===== src/rtl/system1_pkg.sv =====
// Constants and types shared by the System 1 coefficient encoder and decoder.
package system1_pkg;

  localparam int DATA_W_DEF    = 8;
  localparam int BLOCK_LEN_DEF = 64;

  localparam logic FLAG_LIT = 1'b0;
  localparam logic FLAG_RUN = 1'b1;

  typedef enum logic {
    ACCEPT = 1'b0,
    RUN    = 1'b1
  } state_t;

endpackage


===== src/rtl/block_pos_counter.sv =====
// Wrapping modulo-BLOCK_LEN sample position counter; pos is the slot the next
// loaded sample will occupy, and is_last flags slot BLOCK_LEN-1.
module block_pos_counter #(
  parameter  int BLOCK_LEN = 64,
  localparam int CNT_W     = $clog2(BLOCK_LEN)
) (
  input  logic             clk,
  input  logic             rst,
  input  logic             inc,
  output logic [CNT_W-1:0] pos,
  output logic             is_last
);

  assign is_last = (pos == CNT_W'(BLOCK_LEN - 1));

  always_ff @(posedge clk or posedge rst) begin
    if (rst) begin
      pos <= '0;
    end else if (inc) begin
      pos <= is_last ? '0 : pos + CNT_W'(1);
    end
  end

endmodule


===== src/rtl/rle_zero_decoder.sv =====
// Expands literal / zero-run tokens into one coefficient per output handshake,
// 1-cycle token-to-output latency; runs stall in_ready and are cut at block ends.
module rle_zero_decoder
  import system1_pkg::*;
#(
  parameter int DATA_W    = DATA_W_DEF,
  parameter int BLOCK_LEN = BLOCK_LEN_DEF
) (
  input  logic              clk,
  input  logic              rst,
  input  logic              in_valid,
  output logic              in_ready,
  input  logic              in_flag,
  input  logic [DATA_W-1:0] in_payload,
  output logic              out_valid,
  input  logic              out_ready,
  output logic [DATA_W-1:0] out_data,
  output logic              out_last,
  output logic              overrun
);

  localparam int CNT_W = $clog2(BLOCK_LEN);
  localparam logic [DATA_W:0] REM_ONE = (DATA_W + 1)'(1);

  state_t            state;
  logic [DATA_W:0]   rem;
  logic [DATA_W:0]   run_len;
  logic [DATA_W:0]   next_rem;
  logic              free;
  logic              accept;
  logic              accept_run;
  logic              run_load;
  logic              load;
  logic              zero_load;
  logic              pos_last;
  logic              truncate;
  logic [CNT_W-1:0]  unused_pos;

  assign free       = !out_valid | out_ready;
  assign in_ready   = !rst & (state == ACCEPT) & free;
  assign accept     = in_valid & in_ready;
  assign accept_run = accept & (in_flag == FLAG_RUN);
  assign run_load   = (state == RUN) & free;
  assign load       = accept | run_load;
  assign zero_load  = run_load | accept_run;

  // Payload 0 stands for the longest run, 2^DATA_W zeros.
  assign run_len = (in_payload == '0) ? {1'b1, {DATA_W{1'b0}}} : {1'b0, in_payload};

  always_comb begin
    next_rem = '0;
    if (run_load) begin
      next_rem = rem - REM_ONE;
    end else if (accept_run) begin
      next_rem = run_len - REM_ONE;
    end
  end

  // A run reaching the last slot of a block is dropped rather than spilled.
  assign truncate = zero_load & pos_last & (next_rem != '0);

  block_pos_counter #(
    .BLOCK_LEN(BLOCK_LEN)
  ) u_pos (
    .clk    (clk),
    .rst    (rst),
    .inc    (load),
    .pos    (unused_pos),
    .is_last(pos_last)
  );

  always_ff @(posedge clk or posedge rst) begin
    if (rst) begin
      state     <= ACCEPT;
      rem       <= '0;
      out_valid <= 1'b0;
      out_data  <= '0;
      out_last  <= 1'b0;
      overrun   <= 1'b0;
    end else begin
      overrun <= truncate;
      if (load) begin
        out_valid <= 1'b1;
        out_data  <= zero_load ? '0 : in_payload;
        out_last  <= pos_last;
        if (truncate || next_rem == '0) begin
          rem   <= '0;
          state <= ACCEPT;
        end else begin
          rem   <= next_rem;
          state <= RUN;
        end
      end else if (free) begin
        out_valid <= 1'b0;
      end
    end
  end

endmodule


===== config.mk =====
export PLATFORM = sky130hd
export DESIGN_NAME = rle_zero_decoder
export DESIGN_NICKNAME = d
export VERILOG_FILES = /design/src/rtl/system1_pkg.sv /design/src/rtl/block_pos_counter.sv /design/src/rtl/rle_zero_decoder.sv
export SDC_FILE = /design/constraint.sdc
export NUM_CORES = 1
export LEC_CHECK = 0
export ABC_AREA = 1
export CAP_MARGIN = 20
export CORE_MARGIN = 10
export CORE_UTILIZATION = 35
export CTS_CLUSTER_SIZE = 30
export DETAILED_ROUTE_END_ITERATION = 8
export PLACE_DENSITY = 0.61
export SKIP_CTS_REPAIR_TIMING = 1
export SYNTH_ARGS = -nofsm -noshare
export SYNTH_HDL_FRONTEND = slang
export SYNTH_HIERARCHICAL = 1
export SYNTH_SLANG_ARGS = --single-unit

===== constraint.sdc =====
create_clock -name clk -period 3.75 [get_ports clk]
set_clock_uncertainty 0.2 [all_clocks]
set_input_delay 0.75 -clock clk [delete_from_list [all_inputs] [get_ports clk]]
set_output_delay 0.75 -clock clk [all_outputs]
set_load 0.05 [all_outputs]

==> results of run 1 <==
## cell type report
class,instances,area [um2]
fillers,499,2670
multi-input cells,177,961
flip-flops and latches,27,676
repair buffers,24,238
inverters,28,108
well taps,67,83.8
clock buffers,3,41.3
clock inverters,1,5.00
## cell usage after synthesis, drive strengths merged (2+ instances only)
master  count
o21ai      12
dfrtp      27
inv        28
xnor2       5
ha          4
nand2      79
nor2       34
nand3      26
xor2        3
nor3        2
a21oi       2
clkbuf      2
nand4       5
o21bai      2
## cells by family (layout without fill, tap and decap cells)
| kind of cell | count (synthesis) | after routing | synth area share, % |
|---|---|---|---|
| xor+xnor | 8 | 8 | 3.98 |
| simple gates | 146 | 146 | 40.3 |
| compound gates | 18 | 18 | 6.75 |
| flops | 27 | 27 | 38.4 |
| fa+ha+maj | 4 | 4 | 2.84 |
| buf+inv | 30 | 56 | 7.10 |
| mux | 1 | 1 | 0.639 |
## metrics by stage
step / power [mW] / hold slack, ns / instance area, um2
after floorplan: 1.04 / 0.249 / 1760
after global placement: 1.17 / 0.266 / 2070
after detailed placement: 1.18 / 0.270 / 2070
after CTS: 1.36 / 0.296 / 2110
after global routing: 1.47 / 0.302 / 2110
final: 1.35 / 0.288 / 2110
## layout by cell type (no fill, tap or decap), types with 5 or more instances in the layout
cell type	instances
nand3_1	20
o21ai_0	9
nand3_2	5
nand2_1	72
inv_1	24
xnor2_1	5
nor2_1	24
clkdlybuf4s50_1	23
nand4_1	5
nor2_2	6
dfrtp_1	27
## worst max-delay path: cells and delay by family
family / cells / cell delay (ns)
simple gates: 1 / 0.19
compound gates: 1 / 0.27
buf+inv: 2 / 0.69
## flip-flops by register name, indices dropped and copies added (netlist names)
register	count
out_last	1
u_pos/pos	6
out_valid	1
out_data	8
state	1
rem	9
overrun	1
## power groups by stage
stage | clock network, mW | registers, mW | logic (mW)
floorplan | 0 | 0.488 | 0.549
global placement | 0 | 0.473 | 0.701
detailed placement | 0 | 0.473 | 0.711
CTS | 0.174 | 0.470 | 0.712
global route | 0.182 | 0.482 | 0.806
finish | 0.169 | 0.471 | 0.705
## worst max-delay path by stage
| stage | from | endpoint | slack (ns) | depth (start not counted) |
|---|---|---|---|---|
| detailed placement | in_payload[0] | rem[2]$_DFFE_PP0P_ | 0.80 | 12 |
| finish | rst | in_ready | 0.90 | 4 |
| global placement | in_payload[0] | rem[3]$_DFFE_PP0P_ | 0.82 | 12 |
| CTS | rst | in_ready | 0.89 | 4 |
| global route | rst | in_ready | 0.73 | 4 |
| floorplan | rst | in_ready | 0.69 | 2 |
## per-layer routing
layer  up-vias  GRT usage [%]  wire length, um
li1        793              -                -
met5         -              0                0
met1       714           13.3             2080
met2        30           15.9             1770
met4         0           3.13               53
met3         5           2.80              230
==> flow_summary_export.csv, run 1 <==
group,metric,value,unit
global_route,overflow,0,
cts,path_clk_slew,0.10,ns
layout,n_antenna_cell,0,
synthesis,synth_ff_type,"dfrtp_1",
global_route,grt_max_degree,23,
detailed_routing,dr.pass1.iters,4,
worst_setup_path,cp.required,2.80,ns
synthesis,synth_seq_cells,27,
synthesis,synth_edf_count,0,
global_route,grt_pass1_wl,7.18,mm
power_and_ir_drop,power_density,637,mW/mm2
worst_setup_path,cpMaxStageDelayCell,"clkdlybuf4s50_1",
die,core_area,0.00479,mm2
global_route,antenna_found_initial,0,
power_and_ir_drop,p_switching,0.620,mW
power_and_ir_drop,combinationalPowerShare,52.4,%
global_route,grt_pass1_vias,1517,
detailed_routing,drt-vias-per-instance,4.72,
detailed_routing,vias,1542,
worst_setup_path,max_stage_delay,0.44,ns
synthesis,synth_cell_types,30,
placed_design,place.gp.congestion,0.925,
timing,setup_viol,0,
detailed_routing,wl_per_cell,12.7,um
timing,setup_ws,0.895,ns
die,dieArea,0.00827,mm2
worst_setup_path,cp-end-kind,"output pin",
worst_setup_path,crit_chain,"clkdlybuf4s50_1 -> nor2_1 -> a21boi_0 -> buf_4",
worst_hold_path,hold_path_startpoint,"out_data[1]$_DFFE_PP0P_",
layout,layout.nets,278,
worst_setup_path,arrival,1.90,ns
cts,cts_tree,"built",
power_and_ir_drop,seqPwrFrac,35.0,%
synthesis,synth-seq-area-share,38.4,%
timing,fmax,350,MHz
die,die_w,90.9,um
global_route,grtUsageTotal,10.2,%
synthesis,synth.net_count,251,
power_and_ir_drop,internal-power,0.725,mW
worst_hold_path,hold_class,"flip-flop to flip-flop",
power_and_ir_drop,ir_worst_vdd,0.315,mV
timing,final_hold_viol_count,0,
worst_setup_path,path_class,"input port to output pin",
power_and_ir_drop,p_leak,1.03,nW
synthesis,syn_area,0.00176,mm2
worst_hold_path,min_to,"out_data[1]$_DFFE_PP0P_",
timing,maxSlewViolCount,0,
die,start_util,36.8,%
die,fp.dieH,90.9,um
worst_setup_path,r2r_setup_slack,1.58,ns
timing,fin_crit_sh,76.1,%
layout,final_util,44.1,%
layout,layout-drive-gt1-share,13.5,%
die,io_pins,25,
worst_setup_path,start_kind,"input port",
cts,clk_path_buf_depth,2,
worst_setup_path,cp_max_fo,3,
placed_design,dpl.hpwl,3.21,mm
layout,layout.cells.non_filler,327,
placed_design,numPortBuffers,24,
timing,fin_setup_tns,0,ns
synthesis,synth_area_leaders,"dfrtp_1 (38%), nand2_1 (15%), nand3_1 (5.7%)",
die,std_cell_rows,25,
synthesis,yosysWarnings,6,
cts,clock-root-buffer,"clkbuf_8",
timing,worst_pin_slew,0.831,ns
timing,max_slew_margin,44.5,%
worst_setup_path,reg2reg_to,"rem[5]$_DFFE_PP0P_",
detailed_routing,ant_nets,0,
synthesis,syn_inst,234,
synthesis,yosys.area.top_type_share,38.4,%
cts,cts_made_buffers,3,
run_status,run_status,"completed",
power_and_ir_drop,power.share.clock,12.6,%
run,cap_violations,0,
cts,cts_sinks,27,
detailed_routing,drc_errors,0,
layout,syn_to_final_growth,19.9,%
synthesis,post_synth.cell_area_avg,7.53,um2
cts,clock_latency,0.28,ns
power_and_ir_drop,swShare,46.1,%
synthesis,synthArstFlopShare,100,%
placed_design,place_ws,0.803,ns
worst_hold_path,hold_depth,2,
detailed_routing,wirelength,4.14,mm
cts,cts_htree_levels,1,
synthesis,synth_area_leader_cell,"dfrtp_1",
placed_design,dp.cells,323,
worst_setup_path,reg2reg_depth,13,
worst_setup_path,rr_startpoint,"rem[0]$_DFFE_PP0P_",
timing,fin_crit,2.85,ns
detailed_routing,drtIter0Drc,62,
timing,rsz0062_at_grt,"false",
Note: power is estimated with default switching activity, not from simulation.
==> inputs of run 2 (changes only) <==
- clock period: 3.75 -> 2.9 ns (I/O delays scaled with it)
==> run 2 against run 1 <==
Clock power grew 32%. Cell count grew 1.5%. Design area grew 3.0%. Hold slack gained 0.0013 ns. Routed wire length grew 2.3%. Die area is the same. Non-clock buffer count grew 5. Critical path depth grew 1. Largest cell class unchanged. Highest routed layer unchanged.
==> flow_summary_export.csv, run 2 (same netlist as run 1, synthesis figures left out) <==
group,metric,value,unit
timing,fin_crit,2.48,ns
detailed_routing,drt-vias-per-instance,4.61,
timing,worst_pin_slew,0.521,ns
cts,cts_made_buffers,3,
die,core_area,0.00479,mm2
timing,fmax,404,MHz
global_route,overflow,0,
timing,rsz0062_at_grt,"false",
power_and_ir_drop,power_density,815,mW/mm2
cts,clk_path_buf_depth,2,
placed_design,dp.cells,328,
layout,layout.cells.non_filler,332,
global_route,grt_pass1_wl,7.34,mm
cts,cts_tree,"built",
placed_design,dpl.hpwl,3.33,mm
layout,syn_to_final_growth,23.4,%
layout,n_antenna_cell,0,
worst_setup_path,cp.required,2.12,ns
die,start_util,36.8,%
layout,layout-drive-gt1-share,15.1,%
placed_design,numPortBuffers,24,
detailed_routing,vias,1529,
die,io_pins,25,
detailed_routing,ant_nets,0,
run,cap_violations,0,
global_route,antenna_found_initial,0,
timing,maxSlewViolCount,0,
detailed_routing,dr.pass1.iters,4,
detailed_routing,drtIter0Drc,81,
layout,max_flop_register,"rem",
timing,final_hold_viol_count,0,
worst_setup_path,start_kind,"input port",
global_route,grt_pass1_vias,1549,
worst_setup_path,arrival,1.70,ns
die,std_cell_rows,25,
global_route,grtUsageTotal,10.6,%
die,die_w,90.9,um
layout,largest_registers,"rem x9, out_data x8, u_pos/pos x6",
layout,layout.nets,283,
worst_hold_path,hold_class,"flip-flop to flip-flop",
detailed_routing,drc_errors,0,
detailed_routing,wirelength,4.24,mm
timing,fin_crit_sh,85.4,%
timing,max_slew_margin,65.2,%
run_status,run_status,"completed",
die,fp.dieH,90.9,um
worst_setup_path,cp-end-kind,"output pin",
global_route,grt_max_degree,22,
power_and_ir_drop,p_leak,1.06,nW
cts,clock-root-buffer,"clkbuf_8",
placed_design,place.gp.congestion,0.844,
worst_setup_path,path_class,"input port to output pin",
cts,cts_sinks,27,
worst_setup_path,cp_max_fo,3,
timing,fin_setup_tns,0,ns
timing,setup_viol,0,
layout,final_common_cell,"nand2_1",
layout,largest_reg_flops,9,
detailed_routing,wl_per_cell,12.8,um
cts,clock_latency,0.28,ns
layout,final_cell_mix,"nand2_1 (72), dfrtp_1 (27), nor2_1 (24), inv_1 (24), clkdlybuf4s50_1 (23)",
power_and_ir_drop,ir_worst_vdd,0.394,mV
die,dieArea,0.00827,mm2
cts,path_clk_slew,0.10,ns
cts,cts_htree_levels,1,
timing,finalHoldWorstSlack,0.289,ns
## run 2: layout make-up
| type | count | area [um2] |
|---|---|---|
| Clock buffer | 3 | 41.3 |
| Clock inverter | 1 | 5.00 |
| Fill cell | 491 | 2610 |
| Inverter | 28 | 108 |
| Multi-Input combinational cell | 177 | 961 |
| Sequential cell | 27 | 676 |
| Tap cell | 67 | 83.8 |
| Timing Repair Buffer | 29 | 300 |
## run 2: path summary, 6_finish.rpt
check / slack [ns] / to / start / cells after the start
min: 0.29 / out_data[2]$_DFFE_PP0P_ / out_data[2]$_DFFE_PP0P_ / 2
max reg2reg: 0.73 / state$_DFFE_PP0P_ / rem[0]$_DFFE_PP0P_ / 13
max in group asynchronous: 1.78 / out_data[1]$_DFFE_PP0P_ / rst / 3
min reg2reg: 0.29 / out_data[2]$_DFFE_PP0P_ / out_data[2]$_DFFE_PP0P_ / 2
min in group asynchronous: 0.38 / u_pos/pos[2]$_DFFE_PP0P_ / rst / 2
max: 0.42 / in_ready / rst / 5
## run 2: per-layer routing
metal | global-route usage, % | share of wire [%]
met1 | 14.1 | 50
met2 | 16.2 | 42
met3 | 2.47 | 5.3
met4 | 3.92 | 2.0
met5 | 0 | 0
## run 2: critical path, stage by stage
cell and delay [ns]:
clkdlybuf4s50_1 0.44, nor2_1 0.19, a21boi_0 0.20, buf_4 0.15, buf_12 0.13
## run 2: report_power, final
part	total (mW)	leakage, nW	switching [mW]	internal, mW
combinational	0.944	0.694	0.571	0.372
sequential	0.605	0.344	0.112	0.493
clock	0.223	0.0255	0.127	0.0968
total	1.77	1.06	0.810	0.962
## run 2: stage by stage
| stage | area (um2) | power (mW) | setup WS (ns) | util, % |
|---|---|---|---|---|
| global placement | 2130 | 1.55 | 0.196 | 44.5 |
| finish | 2170 | 1.77 | 0.423 | 45.4 |
| floorplan | 1760 | 1.34 | 0.128 | - |
| detailed placement | 2130 | 1.56 | 0.157 | 44.5 |
| global route | 2170 | 1.93 | 0.191 | 45.4 |
| CTS | 2170 | 1.79 | 0.410 | 45.4 |
==> inputs of run 3 (changes only) <==
- ABC_AREA: 1 -> 0
- ABC_CLOCK_PERIOD_IN_PS: not set -> 2900
- PLACE_DENSITY: 0.61 -> 0.62
==> run 3 against run 2 <==
Routed wire length down 5.7%. Via count is 7.3% lower. Register-to-register slack got worse by 0.15 ns. Power decreased by 1.2%. First-iteration DRC count decreased by 11%. Hold slack worse by 0.0013 ns. Critical endpoint unchanged. Combinational power is 2.4% lower. Area after synthesis down 8.9%. Die area shrank 7.0%. Sequential share of layout area is 1.9 points higher. Design area down 5.8%. Fmax shrank 3.8%.
==> flow_summary_export.csv, run 3 <==
group,metric,value,unit
run_status,run_status,"completed",
layout,layout.nets,225,
die,core_area,0.00438,mm2
worst_setup_path,path_class,"input port to output pin",
die,fp.dieH,87.7,um
die,dieArea,0.00770,mm2
cts,cts_htree_levels,1,
timing,setup_ws,0.325,ns
timing,fin_crit,2.58,ns
cts,cts_sinks,27,
placed_design,dp.cells,255,
layout,layout.cells.non_filler,259,
layout,regArea,676,um2
synthesis,syn_inst,170,
timing,fin_crit_sh,88.8,%
cts,cts_tree,"built",
synthesis,synth_edf_count,0,
global_route,grt_pass1_wl,6.82,mm
global_route,grt_max_degree,21,
power_and_ir_drop,power_density,855,mW/mm2
layout,syn_to_final_growth,27.6,%
cts,cts_made_buffers,3,
worst_setup_path,start_kind,"input port",
synthesis,synth_cell_types,49,
timing,fmax,388,MHz
synthesis,synth.net_count,187,
power_and_ir_drop,p_leak,0.882,nW
worst_setup_path,cp.required,2.12,ns
layout,final_common_cell,"dfrtp_1",
worst_setup_path,cp_max_fo,9,
global_route,grtUsageTotal,11.0,%
detailed_routing,wirelength,3.99,mm
layout,layout-drive-gt1-share,12.1,%
placed_design,numPortBuffers,24,
global_route,overflow,0,
cts,clock_latency,0.28,ns
detailed_routing,dr.pass1.iters,4,
synthesis,synth_seq_cells,27,
placed_design,place_ws,0.0784,ns
worst_hold_path,hold_class,"flip-flop to flip-flop",
layout,final_util,46.7,%
synthesis,synth.cells.most_frequent,"dfrtp_1 (27), nand2_1 (18), inv_1 (10)",
die,io_pins,25,
worst_hold_path,hold_depth,2,
timing,worst_pin_slew,0.503,ns
timing,finalHoldWorstSlack,0.288,ns
layout,final_cell_mix,"dfrtp_1 (27), clkdlybuf4s50_1 (23), nand2_1 (18)",
synthesis,synth-seq-area-share,42.1,%
layout,n_antenna_cell,0,
synthesis,yosysMostFrequentCell,"dfrtp_1",
cts,clk_path_buf_depth,2,
die,die_w,87.7,um
worst_setup_path,arrival,1.80,ns
global_route,antenna_found_initial,0,
detailed_routing,vias,1417,
detailed_routing,ant_nets,0,
timing,rsz0062_at_grt,"false",
detailed_routing,wl_per_cell,15.4,um
timing,final_hold_viol_count,0,
global_route,grt_pass1_vias,1427,
synthesis,synth_area_leaders,"dfrtp_1 (42%), a22o_1 (4.4%), nand2_1 (4.2%)",
timing,maxSlewViolCount,0,
layout,largest_registers,"rem x9, out_data x8, u_pos/pos x6",
timing,max_slew_margin,66.3,%
synthesis,synth_ff_type,"dfrtp_1",
run,cap_violations,0,
cts,clock-root-buffer,"clkbuf_8",
power_and_ir_drop,ir_worst_vdd,0.383,mV
placed_design,place.gp.congestion,0.821,
synthesis,yosysWarnings,6,
synthesis,yosys.area.top_type_share,42.1,%
timing,fin_setup_tns,0,ns
synthesis,synthArstFlopShare,100,%
die,std_cell_rows,24,
power_and_ir_drop,power.total,1.75,mW
timing,setup_viol,0,
layout,fillers,440,
placed_design,dpl.hpwl,3.08,mm
layout,max_flop_register,"rem",
synthesis,syn_area,0.00161,mm2
detailed_routing,drc_errors,0,
synthesis,synth_area_leader_cell,"dfrtp_1",
detailed_routing,drtIter0Drc,72,
synthesis,post_synth.cell_area_avg,9.44,um2
placed_design,placed_area,0.00200,mm2
layout,fin_area,0.00205,mm2
layout,multi_input_area,881,um2
cts,path_clk_slew,0.10,ns
worst_setup_path,reg2reg_depth,8,
worst_setup_path,cp-end-kind,"output pin",
worst_setup_path,r2r_setup_slack,0.58,ns
detailed_routing,drt-vias-per-instance,5.47,
die,start_util,36.6,%
layout,largest_reg_flops,9,
[run 3: cell types whose count changed after synthesis, moves of 4 or more]
cell | previous run | this run
nand3_2 | 5 | 0
nor3b_1 | 0 | 5
nor2_4 | 4 | 0
nand3_1 | 20 | 4
nor2_1 | 24 | 7
nand2_1 | 72 | 18
o21ai_1 | 2 | 9
nor2_2 | 6 | 0
inv_1 | 24 | 10
a21oi_1 | 1 | 6
nand2_2 | 4 | 0
a22o_1 | 0 | 8
[run 3: cell families (layout without fill, tap and decap cells)]
logic type,count (synthesis),in the layout,synth area share [%]
flip-flops,27,27,42.1
adder cells (fa/ha/maj),4,4,3.12
AO/OA/AOI/OAI,50,50,21.3
AND/OR/NAND/NOR,65,65,24.2
multiplexers,3,3,1.95
buffers and inverters,13,50,3.04
XOR/XNOR,8,8,4.36
[run 3: per-layer routing]
metal	routed length (um)	track usage, %	up-vias
met3	190	3.53	9
met5	0	0	-
met1	1880	13.6	686
met2	1860	17.7	24
met4	60	3.19	0
li1	-	-	698
[run 3: where the power goes]
group / switching, mW / internal (mW) / total, mW / leakage [nW]
Clock: 0.131 / 0.0980 / 0.229 / 0.0217
Sequential: 0.109 / 0.493 / 0.602 / 0.352
Combinational: 0.534 / 0.387 / 0.921 / 0.508
[run 3: worst paths after layout]
kind | endpoint | startpoint
max in group asynchronous | rem[6]$_DFFE_PP0P_ | rst
min in group asynchronous | out_valid$_DFFE_PP0P_ | rst
worst min-delay path | out_last$_DFFE_PP0P_ | out_last$_DFFE_PP0P_
worst min register to register | out_last$_DFFE_PP0P_ | out_last$_DFFE_PP0P_
worst max-delay path | in_ready | out_ready
worst max register to register | state$_DFFE_PP0P_ | rem[0]$_DFFE_PP0P_
[run 3: final cells by class]
cell class	count	share of cell area, %
clock buffers	3	2.02
clock inverters	1	0.367
inverters	10	1.83
multi-input cells	130	43.0
flip-flops and latches	27	33.0
well taps	52	3.18
repair buffers	36	16.6
[run 3: worst max-delay path, cell delays in order]
cell and delay [ns]:
clkdlybuf4s50_1 0.45, nand2b_1 0.28, nand2_1 0.12, nor2_1 0.20, buf_12 0.17
